### src/rtl/cu_sequencer.sv
// -----------------------------------------------------------------------------
// cu_sequencer
//
// Top-level multi-cycle control sequencer for the ARM-style datapath. Owns the
// state register, the instruction fetch cycle and the {V,C,N,Z} status
// register. After a fetch it decodes the instruction class from IR and
// forwards the matching sub-unit's controlWord / k_mux / next-state request.
// Memory wait states hold the sequencer, and illegal classes, bad next-state
// requests or over-long stalls drop it into an absorbing FAULT state.
//
// Ports:
//   clock        rising-edge clock
//   reset        asynchronous, active-low reset
//   IR           instruction register contents from the datapath
//   status_in    {V,C,N,Z} produced by the ALU this cycle
//   mem_ready    memory access completes this cycle
//   cw_br/dp/ls  controlWord from branch / data-processing / load-store units
//   ns_br/dp/ls  next-state request from each sub-unit
//   km_br/dp/ls  k_mux from each sub-unit
//   state        current state, fed to all sub-units
//   status       registered {V,C,N,Z}, fed to all sub-units
//   controlWord  controlWord applied to the datapath
//   k_mux        constant mux select
//   retire       one-cycle pulse in the FETCH cycle after an instruction ends
//   fault        sticky fault flag
// -----------------------------------------------------------------------------
module cu_sequencer #(
   parameter int CUL     = 36,
   parameter int TIMEOUT = 15
) (
   input  logic           clock,
   input  logic           reset,
   input  logic [31:0]    IR,
   input  logic [3:0]     status_in,
   input  logic           mem_ready,
   input  logic [CUL:0]   cw_br,
   input  logic [CUL:0]   cw_dp,
   input  logic [CUL:0]   cw_ls,
   input  logic [3:0]     ns_br,
   input  logic [3:0]     ns_dp,
   input  logic [3:0]     ns_ls,
   input  logic [2:0]     km_br,
   input  logic [2:0]     km_dp,
   input  logic [2:0]     km_ls,
   output logic [3:0]     state,
   output logic [3:0]     status,
   output logic [CUL:0]   controlWord,
   output logic [2:0]     k_mux,
   output logic           retire,
   output logic           fault
);

   // controlWord field positions (LSB first)
   localparam int B_PC_FS      = 0;   // [1:0]
   localparam int B_PC_SEL     = 2;
   localparam int B_DATA_TRI   = 3;   // [4:3]
   localparam int B_SIZE       = 6;   // [7:6]
   localparam int B_STATUS_LD  = 8;
   localparam int B_IR_LOAD    = 9;
   localparam int B_MEM_WE     = 10;
   localparam int B_MEM_CS     = 12;  // [13:12]
   localparam int B_W_REG      = 15;

   localparam logic [3:0] TIMEOUT_CNT = 4'(TIMEOUT);

   typedef enum logic [3:0] {
      ST_FETCH = 4'b0000,
      ST_EX0   = 4'b0001,
      ST_EX1   = 4'b0010,
      ST_EX2   = 4'b0011,
      ST_FAULT = 4'b1111
   } state_t;

   state_t        state_q, state_d;
   logic [3:0]    status_q, status_d;
   logic [3:0]    stall_cnt_q, stall_cnt_d;
   logic          fault_q, fault_d;
   logic          retire_q, retire_d;

   logic          is_br, is_ls, is_dp, legal;
   logic [CUL:0]  sel_cw;
   logic [3:0]    sel_ns;
   logic [2:0]    sel_km;
   logic [CUL:0]  cw_out;
   logic [2:0]    km_out;

   // Only IR[28:25] takes part in class decode.
   logic          unused_ir;
   assign unused_ir = ^{IR[31:29], IR[24:0]};

   // Fixed word driven during instruction fetch: read memory (mem_cs=01,
   // size=11), steer the data bus into IR and advance the PC.
   function automatic logic [CUL:0] fetch_word();
      logic [CUL:0] w;
      w                        = '0;
      w[B_PC_FS +: 2]          = 2'b01;
      w[B_PC_SEL]              = 1'b1;
      w[B_DATA_TRI +: 2]       = 2'b01;
      w[B_SIZE +: 2]           = 2'b11;
      w[B_IR_LOAD]             = 1'b1;
      w[B_MEM_CS +: 2]         = 2'b01;
      return w;
   endfunction

   // While memory is not ready, suppress every architectural side effect so
   // the stalled cycle can be replayed unchanged.
   function automatic logic [CUL:0] stall_gate(input logic [CUL:0] cw);
      logic [CUL:0] w;
      w                = cw;
      w[B_W_REG]       = 1'b0;
      w[B_STATUS_LD]   = 1'b0;
      w[B_IR_LOAD]     = 1'b0;
      w[B_MEM_WE]      = 1'b0;
      w[B_PC_FS +: 2]  = 2'b00;
      return w;
   endfunction

   // Instruction class decode and sub-unit selection. The three class
   // patterns are mutually exclusive, so the priority order is immaterial.
   always_comb begin
      is_br  = (IR[28:26] == 3'b101);
      is_ls  = IR[27] && !IR[25];
      is_dp  = (IR[27:26] == 2'b00) && IR[28];
      legal  = 1'b1;
      sel_cw = '0;
      sel_ns = 4'b0000;
      sel_km = 3'b000;
      if (is_br) begin
         sel_cw = cw_br;
         sel_ns = ns_br;
         sel_km = km_br;
      end else if (is_ls) begin
         sel_cw = cw_ls;
         sel_ns = ns_ls;
         sel_km = km_ls;
      end else if (is_dp) begin
         sel_cw = cw_dp;
         sel_ns = ns_dp;
         sel_km = km_dp;
      end else begin
         legal = 1'b0;
      end
   end

   // Next-state and output logic.
   always_comb begin
      state_d     = state_q;
      stall_cnt_d = 4'd0;
      retire_d    = 1'b0;
      cw_out      = '0;
      km_out      = 3'b000;

      case (state_q)
         ST_FETCH: begin
            cw_out = fetch_word();
            if (!mem_ready) begin
               cw_out = stall_gate(cw_out);
               if (stall_cnt_q == TIMEOUT_CNT) begin
                  state_d     = ST_FAULT;
                  stall_cnt_d = stall_cnt_q;
               end else begin
                  stall_cnt_d = stall_cnt_q + 4'd1;
               end
            end else begin
               state_d = ST_EX0;
            end
         end

         ST_EX0, ST_EX1, ST_EX2: begin
            // IR is stable through EX, so an illegal class is trapped on the
            // first EX cycle; later EX states inherit the same guard.
            if (!legal) begin
               state_d = ST_FAULT;
            end else begin
               cw_out      = sel_cw;
               cw_out[CUL] = 1'b0;
               km_out      = sel_km;
               // A pending access outranks the sub-unit's next-state request,
               // including a request to finish (no retire until it lands).
               if ((sel_cw[B_MEM_CS +: 2] != 2'b00) && !mem_ready) begin
                  cw_out = stall_gate(cw_out);
                  if (stall_cnt_q == TIMEOUT_CNT) begin
                     state_d     = ST_FAULT;
                     stall_cnt_d = stall_cnt_q;
                  end else begin
                     stall_cnt_d = stall_cnt_q + 4'd1;
                  end
               end else begin
                  case (sel_ns)
                     4'b0000: begin
                        state_d  = ST_FETCH;
                        retire_d = 1'b1;
                     end
                     4'b0001: state_d = ST_EX0;
                     4'b0010: state_d = ST_EX1;
                     4'b0011: state_d = ST_EX2;
                     default: state_d = ST_FAULT;
                  endcase
               end
            end
         end

         ST_FAULT: begin
            state_d = ST_FAULT;
         end

         default: begin
            state_d = ST_FAULT;
         end
      endcase

      fault_d  = fault_q || (state_d == ST_FAULT);
      status_d = cw_out[B_STATUS_LD] ? status_in : status_q;
   end

   always_ff @(posedge clock or negedge reset) begin
      if (!reset) begin
         state_q     <= ST_FETCH;
         status_q    <= 4'b0000;
         stall_cnt_q <= 4'd0;
         fault_q     <= 1'b0;
         retire_q    <= 1'b0;
      end else begin
         state_q     <= state_d;
         status_q    <= status_d;
         stall_cnt_q <= stall_cnt_d;
         fault_q     <= fault_d;
         retire_q    <= retire_d;
      end
   end

   assign state       = state_q;
   assign status      = status_q;
   assign controlWord = cw_out;
   assign k_mux       = km_out;
   assign retire      = retire_q;
   assign fault       = fault_q;

endmodule

### config.mk
export PLATFORM = sky130hd
export DESIGN_NAME = cu_sequencer
export DESIGN_NICKNAME = d
export VERILOG_FILES = /design/src/rtl/cu_sequencer.sv
export SDC_FILE = /design/constraint.sdc
export NUM_CORES = 1
export LEC_CHECK = 0
export CAP_MARGIN = 20
export CORE_ASPECT_RATIO = 0.5
export CORE_MARGIN = 5
export CORE_UTILIZATION = 25
export DETAILED_ROUTE_END_ITERATION = 8
export HOLD_SLACK_MARGIN = 0.02
export PLACE_DENSITY = 0.82
export SYNTH_ARGS = -nofsm -noshare
export SYNTH_HDL_FRONTEND = slang
export SYNTH_SLANG_ARGS = --single-unit
export TNS_END_PERCENT = 30
### constraint.sdc
create_clock -name clock -period 1.9 [get_ports clock]
set_input_delay 0.38 -clock clock [delete_from_list [all_inputs] [get_ports clock]]
set_output_delay 0.38 -clock clock [all_outputs]
set_load 0.005 [all_outputs]
**Yosys cells after proc, flatten, opt, wreduce, memory -nomap -nowiden**

Index checks and enable logic that the tools add are counted.

- Eq/ne operators: 9
- Add/subtract/negate cells: 1
- Reduce and logical (&&, ||, !) cells: 11
- Mux-type cells: 33

Operators with widths:

| cell | number |
|---|---|
| $mux 36 | 4 |
| $pmux 36 s2 | 1 |
| $mux 4 | 11 |
| $eq 4x2->1 const B | 4 |
| $mux 16 | 1 |
| $pmux 4 s2 | 2 |
| $pmux 4 s4 | 1 |
| $mux 3 | 5 |
| $mux 10 | 1 |
| $eq 4x1->1 const B | 2 |
| $eq 4x4->1 const B | 2 |
| $logic_not 4->1 | 2 |
| $mux 1 | 7 |
| $add 4x1->4 const B | 1 |
| $eq 3x3->1 const B | 1 |
| $logic_and 1x1->1 | 3 |
| $reduce_or 3->1 | 1 |
| $logic_not 1->1 | 2 |
| $logic_not 2->1 | 1 |
| $reduce_bool 2->1 | 1 |
| $logic_or 1x1->1 | 1 |

- Bits of input ports: 171
- Bits in registers: 14
- Output and inout port bits: 50
- Logic and storage cells: 59

**Logic depth before layout (Yosys ltp)**

Gate-level depths: netlist of run 1.

- Word-level depth: 12
- Mapped depth: 7
- Mapped depth without buffers: 6

**Worst setup path before layout of run 1**

Ideal clock, no wire load.

- Path type: input to output
- Start: in IR[27]
- End: out controlWord[8]
- Data required time: 1.520 ns
- Buffers on the path: 1
- Stages on the path: 6
- Setup slack: 0.095 ns
- Arrival: 1.425 ns
- Cells stage by stage: nor2b_1 > buf_2 > o2bb2ai_1 > a22o_1 > a211o_4 > inv_2

- Word-level cells in the longest chain between the ends: 10
- Elaborated cells between the ends (all ways): 15
- Those cells by class: eq/ne (1); mux (9); reduce/logical (5)

Ends and longest elaborated chain:

| what | RTL line | text |
|---|---|---|
| start, declared | 33 | `input logic [31:0] IR,` |
| $logic_not 2->1 | 123 | `is_dp = (IR[27:26] == 2'b00) && IR[28];` |
| $logic_and 1x1->1 | 123 |  |
| $mux 36 | 136 | `end else if (is_dp) begin` |
| $mux 36 | 132 | `end else if (is_ls) begin` |
| $mux 36 | 128 | `if (is_br) begin` |
| $reduce_bool 2->1 | 180 | `if ((sel_cw[B_MEM_CS +: 2] != 2'b00) && !mem_ready) begin` |
| $logic_and 1x1->1 | 180 |  |
| $mux 16 | 180 |  |
| $mux 36 * | 172 | `if (!legal) begin` |
| $pmux 36 s2 * | 153 | `case (state_q)` |
| end, declared | 47 | `output logic [CUL:0] controlWord,` |

Every way passes the cells marked *; elsewhere a longest branch is shown, timed or not.

**Final worst setup path of run 1**

Same ends and word-level chain as after synthesis.

==> key figures, run 1 <==
Yosys
  – Most frequent cell after synthesis: nand2_1
  – Seq/Total Area, Yosys: 21.8%
  – Most used DFF post-synth: dfrtp_1
  – Synth area leaders: dfrtp_1 22%, a22oi_1 15%, a21oi_1 12%
  – Mapped Nets: 403
  – Post-synth top area cell: dfrtp_1
  – Mapped cell area: 0.00160 mm²
  – Synth cell count leaders: 49 x nand2_1, 37 x a21oi_1, 32 x a22oi_1, 17 x o21ai_0, 14 x dfrtp_1
  – Yosys warnings: 0
  – Syn Area/Cell: 6.94 µm²
  – Synth unique cells: 43
  – Synth top area share: 21.8%
  – Post-synth EDFFs: 0
  – Yosys reg bits: 14
  – Ys async rst share: 100%
  – Gate Count Post-Synth: 231

Worst setup path
  – Reg-to-reg critical path startpoint: state[3]
  – Critical Path Start Type: input port
  – R2R Setup Slk: -0.10 ns
  – Worst stage delay on the critical path: 0.33 ns
  – Setup Crit Path Kind: input port to output port
  – Worst path required time: 1.52 ns
  – Cell breakdown of the critical path: buf_8, nor2b_4, buf_12, buf_8, o221ai_4, buf_6, a211o_4, inv_2, buf_6
  – Slowest cell on crit path: a211o_4
  – Critical Path AT: 1.77 ns
  – Cells on worst reg2reg path: 7
  – Stages on worst setup path: 9
  – Crit-path max FO: 5
  – R2R Path End: fault
  – Crit path capture type: output port
  – Crit-path leading delay family: buffers and inverters
  – Critical path buffers and inverters: 6

Floorplan
  – Core region area: 0.00616 mm²
  – DIE AREA: 0.00822 mm²
  – FP Rows: 20
  – Die Span X: 123 µm
  – Initial Util: 26.1%
  – Die height: 66.6 µm
  – I/O pins: 221

STA
  – Clock Skew: 0.00150 ns
  – Setup ws final: -0.245 ns
  – Min Clock Period, post-route: 2.15 ns
  – Max-slew violation count: 0
  – Final setup viols: 50
  – Actual slew at the worst max-slew pin: 0.496 ns
  – Highest achievable clock rate: 466 MHz
  – Rel. slew slack: 66.6%
  – Endpoints failing hold: 0
  – RSZ-0062 raised after global routing: true
  – Part of the cycle the worst path needs: 113%

Global route
  – Gr ovfl total: 0
  – First-pass GRT wire length: 18.8 mm
  – Gr usage total: 30.2%
  – Initial antenna violation count: 0
  – Pin count of the biggest net entering global routing: 27
  – Vias in the first global route: 3410

Worst hold path
  – Hold Crit Class: input port to async pin

Pwr
  – Leakage: 1.94 nW
  – Final Power: 0.00145 W
  – Power Density: 323 mW/mm²
  – Peak VDD IR: 0.000312 V

Clock tree
  – Cts hold-fix bufs: 0
  – Total clock sinks: 14
  – Root buffer cell: clkbuf_16
  – CTS Buffer Depth: 2
  – H-tree levels: 1
  – Clk_lat worst skew: 0.25 ns
  – CTS tree: yes
  – Number of buffers created by CTS: 3
  – CTS clk-pin slew, worst paths: 0.05 ns

Finish
  – Nets: 656
  – Final core occ: 73.2%
  – Area Growth Syn to Fin: 181%
  – Final Non-Filler Cells: 572
  – Final instance area: 0.00451 mm²
  – Ratio of cells with drive above 1 in the final layout: 37.1%

Placement
  – Placed cell count: 532
  – Dpl ws: -0.945 ns
  – I/O Buffers: 188
  – Hpwl dp: 8.26 mm
  – Dpl cell area: 0.00387 mm²
  – Routability cong.: 1.01

Route
  – Post-DR wirelength/cell: 25.5 µm
  – Routed wire length: 14.6 mm
  – WL met2: 6.73 mm
  – DRT iter0 DRCs: 484
  – Met1 WL: 4.79 mm
  – DRT Pass-1 Iters: 8
  – Residual DRC: 1
  – Via Count: 3432
  – Top sig layer: met4
  – Post-DRT Antenna Nets: 0
  – Met3 wire length: 1.82 mm
  – Post-DR vias/cell: 6.00

Run status
  – Status: complete, but fails checks
  – Violated checks: DRC, setup timing

Run
  – Max cap viols: 0
-- through the flow --
step / TNS [ns] / hold slack (ns)
after detailed placement: -41.75 / 0.467
after CTS: -1.52 / 0.457
final: -6.35 / 0.479
after global placement: -38.78 / 0.454
after global routing: -6.98 / 0.504
after floorplan: 0 / 0.0844
-- final cells by class --
class,instances,area [µm²]
fill,394,1650
antenna,1,2.50
sequential,14,350
multi-input combinational,197,1440
inverter,3,11.3
clock buffer,4,88.8
tap,88,110
timing repair buffer,265,2500
-- where the power goes --
group / total, W / switching [W] / internal (W)
registers: 0.000299 / 0.000000448 / 0.000299
clock network: 0.000473 / 0.000153 / 0.000321
logic: 0.000682 / 0.000257 / 0.000425
total: 0.00145 / 0.000410 / 0.00104
-- logic make-up after synthesis --
| family | Yosys count | share of synthesized area (%) |
|---|---|---|
| DFF | 14 | 21.8 |
| buffers and inverters | 20 | 5.38 |
| adders and majority gates | 1 | 0.780 |
| xor gates and xnor gates | 1 | 0.546 |
| other | 1 | 0.234 |
| muxes | 6 | 4.99 |
| and+or+nand+nor | 85 | 24.6 |
| AOI/OAI and AO/OA | 103 | 41.7 |
-- state kept, by name, indices dropped and copies added (netlist names) --
register / cells
fault: 1
status: 4
stall_cnt_q: 4
state: 4
retire: 1
-- layout by cell type (no fill, tap or decap), types with 3 or more instances in the layout --
cell               n
o2bb2ai_4          3
mux2_4             4
buf_4             49
buf_8              3
a22oi_2            3
o21ai_0           11
o21ai_1            5
a21oi_1           21
nor2_2             4
nand3_1            3
buf_6             22
buf_12             6
inv_2              3
a22oi_1           29
a22o_1             3
nor2_1             8
clkdlybuf4s50_1  133
nand2_1           46
clkbuf_16          3
buf_2             37
dfrtp_1           14
dlygate4sd2_1      5
dlymetal6s2s_1     7
a21oi_2           16
-- routing by layer --
| layer | vias up | track usage [%] |
|---|---|---|
| li1 | 1368 | - |
| met1 | 1540 | 33.4 |
| met2 | 378 | 52.5 |
| met3 | 146 | 8.14 |
| met4 | 0 | 18.1 |
| met5 | - | 0 |
-- worst max-delay path by stage --
stage	startpoint	end	slack [ns]
floorplan	IR[27]	controlWord[8]	0.09
global placement	IR[27]	controlWord[34]	-0.87
detailed placement	IR[27]	controlWord[8]	-0.94
CTS	IR[27]	controlWord[8]	-0.15
global route	IR[27]	controlWord[15]	-0.29
finish	IR[27]	controlWord[8]	-0.25
-- what timing repair did --
| action | CTS | global route |
|---|---|---|
| resized for setup | 243 | 40 |
| setup buffers | 30 | 6 |
| gates cloned | 3 | 0 |
| endpoints found under the setup margin | 53 | 52 |
| pin swaps | 19 | 17 |
Power figures use the tool's default switching activity.
==> inputs of run 2 (changes only) <==
--- a/config.mk
+++ b/config.mk
@@ -11,7 +11,8 @@
 export CORE_UTILIZATION = 25
 export DETAILED_ROUTE_END_ITERATION = 8
 export HOLD_SLACK_MARGIN = 0.02
-export PLACE_DENSITY = 0.82
+export PLACE_DENSITY = 0.83
+export SKIP_LAST_GASP = 1
 export SYNTH_ARGS = -nofsm -noshare
 export SYNTH_HDL_FRONTEND = slang
 export SYNTH_SLANG_ARGS = --single-unit
==> run 2 against run 1 <==
Effect of this change:
- the flow finishes with violations (setup timing)
- worst hold slack better by 0.0079 ns
- wire length shrank 14%
- core utilization decreased by 2.5 points
- worst setup slack gained 0.076 ns
- combinational power is 9.7% lower
- critical path type is now flip-flop to output port
- largest cell class unchanged
==> key figures, run 2 (synthesis results as in run 1) <==
Run status
  – Status: complete, but fails checks
  – Violated checks: setup timing

Worst setup path
  – Critical path buffers and inverters: 4 (-2)
  – Top cell by count, worst path: buf_4
  – Worst path required time: 1.52 ns (about the same)
  – Crit-path max FO: 6 (+1)
  – Critical Path Start Type: flip-flop
  – Crit-path leading delay family: buffers and inverters
  – Slowest cell on crit path: dfrtp_1
  – Critical Path AT: 1.69 ns (-0.08 ns)
  – Setup Crit Path Kind: flip-flop to output port
  – Worst stage delay on the critical path: 0.37 ns (+0.04 ns)
  – Crit path capture type: output port
  – Cell breakdown of the critical path: nor2_1, buf_4, o221ai_4, buf_12, buf_4, a21oi_1, buf_2

Worst hold path
  – Hold Crit Class: input port to async pin

STA
  – Part of the cycle the worst path needs: 109% (-4.0 points)
  – Rel. slew slack: 54.5% (-12 points)
  – Endpoints failing hold: 0 (unchanged)
  – Clock Skew: 0.00541 ns (+0.00391 ns)
  – Setup ws final: -0.169 ns (+0.0759 ns)
  – Highest achievable clock rate: 483 MHz (+3.7%)
  – Min Clock Period, post-route: 2.07 ns (-0.0759 ns)
  – Final setup viols: 41 (-18%)
  – Max-slew violation count: 0 (unchanged)
  – Actual slew at the worst max-slew pin: 0.676 ns (+0.180 ns)
  – RSZ-0062 raised after global routing: true

Route
  – Residual DRC: 0 (-1)
  – DRT Pass-1 Iters: 5 (-3)
  – Via Count: 3062 (-11%)
  – Post-DR wirelength/cell: 22.5 µm (-12%)
  – Post-DRT Antenna Nets: 0 (unchanged)
  – DRT iter0 DRCs: 435 (-10%)
  – Routed wire length: 12.5 mm (-14%)
  – Post-DR vias/cell: 5.49 (-8.5%)

Global route
  – Initial antenna violation count: 0 (unchanged)
  – Gr busiest metal: met2
  – Met2 Usage GRT: 47.8% (-4.7 points)
  – GR Util met3: 5.00% (-3.1 points)
  – Gr usage total: 27.3% (-2.9 points)
  – Vias in the first global route: 3051 (-11%)
  – First-pass GRT wire length: 17.0 mm (-9.4%)
  – Pin count of the biggest net entering global routing: 28 (+3.7%)
  – Met1 GRT Util: 34.2% (+0.73 points)
  – Gr ovfl total: 0 (unchanged)

Finish
  – Commonest non-fill, non-tap cell in the layout: clkdlybuf4s50_1
  – Area Growth Syn to Fin: 171%
  – Multi-input gate area: 0.00140 mm² (-2.8%)
  – Register area: 350 µm² (unchanged)
  – Diodes inserted: 0 (-1)
  – Nets: 643 (-2.0%)
  – Ratio of cells with drive above 1 in the final layout: 34.7% (-2.4 points)
  – Filler instances: 452 (+15%)
  – Final Non-Filler Cells: 558 (-2.4%)
  – Most frequent cells in the layout: 138 x clkdlybuf4s50_1, 44 x nand2_1, 39 x buf_2, 37 x buf_4, 30 x a22oi_1

Pwr
  – Internal power: 0.00101 W (-3.3%)
  – Final Power: 0.00137 W (-5.5%)
  – Combinational share of power: 44.8% (-2.1 points)
  – Peak VDD IR: 0.000266 V (-15%)
  – Clk network pwr share: 33.4% (+0.9 points)
  – Leakage: 1.81 nW (-6.4%)
  – Sw frac: 26.6% (-1.6 points)
  – Power Density: 316 mW/mm² (-2.1%)
  – Seq pwr share: 21.8% (+1.2 points)
  – P_sw: 0.000365 W (-11%)

Clock tree
  – Number of buffers created by CTS: 3 (unchanged)
  – Root buffer cell: clkbuf_16
  – Clk_lat worst skew: 0.25 ns (about the same)
  – CTS Buffer Depth: 2 (unchanged)
  – H-tree levels: 1 (unchanged)
  – Cts hold-fix bufs: 0 (unchanged)
  – CTS clk-pin slew, worst paths: 0.05 ns (about the same)
  – CTS tree: yes
  – Total clock sinks: 14 (unchanged)

Placement
  – Placed cell count: 535 (+0.56%)
  – I/O Buffers: 188 (unchanged)
  – Dpl ws: -1.00 ns (-0.0581 ns)
  – Routability cong.: 0.970 (-4.2%)
  – Hpwl dp: 8.30 mm (+0.50%)

Floorplan
  – FP Rows: 20 (unchanged)
  – Initial Util: 26.1% (unchanged)
  – I/O pins: 221 (unchanged)
  – DIE AREA: 0.00822 mm² (unchanged)
  – Core region area: 0.00616 mm² (unchanged)
  – Die Span X: 123 µm (unchanged)
  – Die height: 66.6 µm (unchanged)

Run
  – Max cap viols: 0 (unchanged)
run 2: cell types whose count changed in the layout (fill, tap and decap cells not counted), sizes merged:
cell,change
dlygate4sd2,+2
clkdlybuf4s50,+5
buf,-14
diode,-1
clkbuf,+1
dlymetal6s2s,-7
run 2: timing repair:
item                                    in CTS  in global routing
gates cloned                                 3                  0
resized for setup                          241                 24
buffers inserted                            16                  0
pin swaps                                   23                  3
endpoints found under the setup margin      53                 47
hold endpoints to repair                     0                  0
run 2: per-stage QoR:
stage / hold WS, ns / TNS (ns) / utilization, % / instance area (µm²)
floorplan: 0.0844 / 0 / - / 1600
global placement: 0.450 / -38.55 / 63.5 / 3910
detailed placement: 0.473 / -41.35 / 63.5 / 3910
CTS: 0.466 / -2.95 / 69.6 / 4280
global route: 0.511 / -6.64 / 70.7 / 4350
finish: 0.487 / -3.61 / 70.7 / 4350
run 2: layer usage:
metal,routed length (µm),vias up,part of all wire [%]
li1,-,1343,-
met1,4510,1427,36
met2,6360,235,51
met3,1190,57,9.5
met4,472,0,3.8
met5,0,-,0
run 2: final cells by class:
| type | instances | share of cell area, % |
|---|---|---|
| flip-flops and latches | 14 | 8.06 |
| well taps | 88 | 2.53 |
| multi-input cells | 197 | 32.3 |
| clock buffers | 4 | 2.04 |
| inverters | 3 | 0.259 |
| repair buffers | 252 | 54.8 |
run 2: power by group through the flow:
stage	combinational (W)	clock, W	sequential, W
floorplan	0.000114	0	0.000305
global placement	0.000489	0	0.000305
detailed placement	0.000495	0	0.000305
CTS	0.000576	0.000446	0.000300
global route	0.000642	0.000471	0.000299
finish	0.000616	0.000460	0.000300
run 2: worst paths after layout:
| kind | startpoint | to | slack [ns] | depth (start not counted) |
|---|---|---|---|---|
| setup / recovery | state[3] | controlWord[33] | -0.17 | 7 |
| hold / removal | reset | retire | 0.49 | 2 |
| setup reg to reg | state[3] | state[0] | 0.02 | 7 |
| hold reg to reg | fault | fault | 0.49 | 1 |
| max in group asynchronous | reset | state[0] | 1.23 | 2 |
| min in group clock | fault | fault | 0.49 | 1 |
==> inputs of run 3 (changes only) <==
--- a/config.mk
+++ b/config.mk
@@ -8,10 +8,10 @@
 export CAP_MARGIN = 20
 export CORE_ASPECT_RATIO = 0.5
 export CORE_MARGIN = 5
-export CORE_UTILIZATION = 25
+export CORE_UTILIZATION = 27
 export DETAILED_ROUTE_END_ITERATION = 8
 export HOLD_SLACK_MARGIN = 0.02
-export PLACE_DENSITY = 0.83
+export PLACE_DENSITY = 0.89
 export SKIP_LAST_GASP = 1
 export SYNTH_ARGS = -nofsm -noshare
 export SYNTH_HDL_FRONTEND = slang
==> constraint.sdc (replaced) <==
create_clock -name clock -period 2.52 [get_ports clock]
set_input_delay 0.504 -clock clock [delete_from_list [all_inputs] [get_ports clock]]
set_output_delay 0.504 -clock clock [all_outputs]
set_load 0.005 [all_outputs]
==> run 3 against run 2 <==
Effect of this change:
- the flow still finishes with violations (setup timing)
- first-iteration DRC count decreased by 39%
- sequential share of layout area increased by 0.35 points
- sequential power decreased by 25%
- clock-buffer cell count unchanged
- design area decreased by 4.1%
- cell count decreased by 5.2%
- core utilization increased by 3.7 points
- die area decreased by 6.6%
- critical path type is now input port to output port
- highest routed layer unchanged
==> key figures, run 3 (synthesis results as in run 1) <==
Worst setup path
  – Crit path capture type: output port
  – R2R Path End: fault
  – Critical Path Start Type: input port
  – Setup Crit Path Kind: input port to output port
  – Cells on worst reg2reg path: 6 (-1)
  – R2R Setup Slk: 0.40 ns (+0.38 ns)
  – Crit-path max FO: 6 (unchanged)
  – Critical Path AT: 2.26 ns (+0.57 ns)
  – Reg-to-reg critical path startpoint: state[2]
  – Worst path required time: 2.02 ns (+0.50 ns)

Pwr
  – Peak VDD IR: 0.000333 V (+25%)
  – Combinational share of power: 41.9% (-2.9 points)
  – Seq pwr share: 23.1% (+1.3 points)
  – P_sw: 0.000236 W (-35%)
  – Clk network pwr share: 35.0% (+1.6 points)
  – Power Density: 234 mW/mm² (-26%)
  – Final Power: 0.000977 W (-29%)
  – Internal power: 0.000741 W (-27%)
  – Leakage: 1.81 nW (-0.12%)
  – Sw frac: 24.1% (-2.4 points)

Route
  – Met3 wire length: 865 µm (-27%)
  – Post-DR wirelength/cell: 19.9 µm (-11%)
  – WL met2: 5.38 mm (-15%)
  – DRT Pass-1 Iters: 5 (unchanged)
  – Top sig layer: met4
  – Residual DRC: 0 (unchanged)
  – Post-DRT Antenna Nets: 0 (unchanged)
  – DRT iter0 DRCs: 267 (-39%)
  – Via Count: 2894 (-5.5%)
  – Met1 WL: 3.81 mm (-16%)
  – Post-DR vias/cell: 5.47 (-0.31%)
  – Routed wire length: 10.5 mm (-16%)

STA
  – Clock Skew: 0.00498 ns (-0.000425 ns)
  – Max-slew violation count: 0 (unchanged)
  – Endpoints failing hold: 0 (unchanged)
  – Actual slew at the worst max-slew pin: 0.681 ns (+0.00507 ns)
  – Part of the cycle the worst path needs: 110%
  – Min Clock Period, post-route: 2.76 ns
  – RSZ-0062 raised after global routing: true
  – Final setup viols: 25 (-39%)
  – Rel. slew slack: 54.5% (about the same)
  – Highest achievable clock rate: 362 MHz
  – Setup ws final: -0.244 ns (-0.0745 ns)
  – Hold slack: 0.485 ns (-0.00184 ns)

Floorplan
  – Initial Util: 28.6% (+2.5 points)
  – Die Span X: 119 µm (-3.5%)
  – FP Rows: 19 (-5.0%)
  – Die height: 64.5 µm (-3.2%)
  – Core region area: 0.00561 mm² (-8.9%)
  – DIE AREA: 0.00768 mm² (-6.6%)
  – I/O pins: 221 (unchanged)

Run status
  – Status: complete, but fails checks
  – Violated checks: setup timing

Finish
  – Commonest non-fill, non-tap cell in the layout: clkdlybuf4s50_1
  – Diodes inserted: 0 (unchanged)
  – Nets: 629 (-2.2%)
  – Ratio of cells with drive above 1 in the final layout: 17.8% (-17 points)
  – Filler instances: 380 (-16%)
  – Area Growth Syn to Fin: 160%
  – Most frequent cells in the layout: 165 x clkdlybuf4s50_1, 48 x nand2_1, 41 x buf_4, 32 x a21oi_1, 31 x a22oi_1

Worst hold path
  – Hold Crit Start: fault
  – Hold Path Sink: fault
  – Hold depth: 1
  – Hold Crit Class: flip-flop to flip-flop

Run
  – Max cap viols: 0 (unchanged)

Global route
  – Vias in the first global route: 2943 (-3.5%)
  – Gr ovfl total: 0 (unchanged)
  – Gr usage total: 25.5% (-1.8 points)
  – First-pass GRT wire length: 15.6 mm (-8.3%)
  – Pin count of the biggest net entering global routing: 26 (-7.1%)
  – Initial antenna violation count: 0 (unchanged)

Clock tree
  – CTS clk-pin slew, worst paths: 0.05 ns (about the same)
  – H-tree levels: 1 (unchanged)
  – CTS tree: yes
  – Root buffer cell: clkbuf_16
  – Total clock sinks: 14 (unchanged)
  – Number of buffers created by CTS: 3 (unchanged)
  – Cts hold-fix bufs: 0 (unchanged)
  – Clk_lat worst skew: 0.25 ns (about the same)
  – CTS Buffer Depth: 2 (unchanged)

Placement
  – I/O Buffers: 188 (unchanged)
  – Hpwl dp: 7.93 mm (-4.4%)
  – Routability cong.: 0.975 (+0.54%)
run 3: changes by cell type in the layout (fill, tap and decap cells not counted), sizes merged:
| cell | before | now |
|---|---|---|
| dlygate4sd2 | 7 | 10 |
| dlymetal6s2s | 0 | 9 |
| bufbuf | 1 | 3 |
| buf | 104 | 49 |
| clkdlybuf4s15 | 1 | 2 |
| clkdlybuf4s50 | 138 | 165 |
| clkbuf | 5 | 4 |
run 3: worst max path at each step:
stage | startpoint | end | cells past startpoint
floorplan | IR[27] | controlWord[8] | 6
global route | IR[27] | controlWord[10] | 11
detailed placement | IR[28] | controlWord[15] | 8
CTS | IR[27] | controlWord[15] | 9
finish | IR[27] | controlWord[10] | 11
global placement | IR[27] | controlWord[1] | 8
run 3: cell type report:
| class | instances | area (µm²) | area share [%] |
|---|---|---|---|
| inverters | 3 | 11.3 | 0.270 |
| repair buffers | 238 | 2400 | 57.5 |
| well taps | 73 | 91.3 | 2.19 |
| flip-flops and latches | 14 | 350 | 8.40 |
| multi-input cells | 197 | 1230 | 29.6 |
| clock buffers | 4 | 88.8 | 2.13 |
run 3: what timing repair did:
item / 4_1_cts / 5_1_grt
pin swaps: 7 / 2
endpoints found under the setup margin: 39 / 36
gates resized for setup: 38 / 11
buffers inserted: 8 / 2
gates cloned: 3 / 0
endpoints found under the hold margin: 0 / 0
run 3: metrics by stage:
step	worst slack (ns)	instances	utilization [%]	TNS (ns)	area, µm²
2_1_floorplan	0.467	231	-	0	1600
3_3_place_gp	-0.600	512	68.3	-18.78	3830
3_5_place_dp	-0.654	512	68.3	-19.91	3830
4_1_cts	-0.245	527	73.6	-4.67	4130
5_1_grt	-0.332	529	74.3	-5.75	4170
6_report	-0.244	529	74.3	-3.58	4170
run 3: metal layers:
| metal | vias up | global-route usage [%] |
|---|---|---|
| met2 | 193 | 46.7 |
| met3 | 49 | 4.60 |
| met5 | - | 0 |
| met4 | 0 | 11.4 |
| li1 | 1311 | - |
| met1 | 1341 | 29.5 |
run 3: power groups by stage:
stage	combinational, W	sequential [W]	clock, W
2_1_floorplan	0.0000859	0.000230	0
6_report	0.000409	0.000226	0.000342
5_1_grt	0.000431	0.000226	0.000351
3_3_place_gp	0.000366	0.000230	0
4_1_cts	0.000399	0.000226	0.000343
3_5_place_dp	0.000374	0.000230	0
run 3: critical path, cell delays in order:
cell,delay [ns]
clkdlybuf4s15_2,0.21
nor2b_4,0.14
buf_12,0.13
buf_4,0.14
o2bb2ai_2,0.15
a22oi_2,0.23
nand2_2,0.12
buf_4,0.14
buf_4,0.12
a21oi_1,0.12
dlygate4sd2_1,0.25
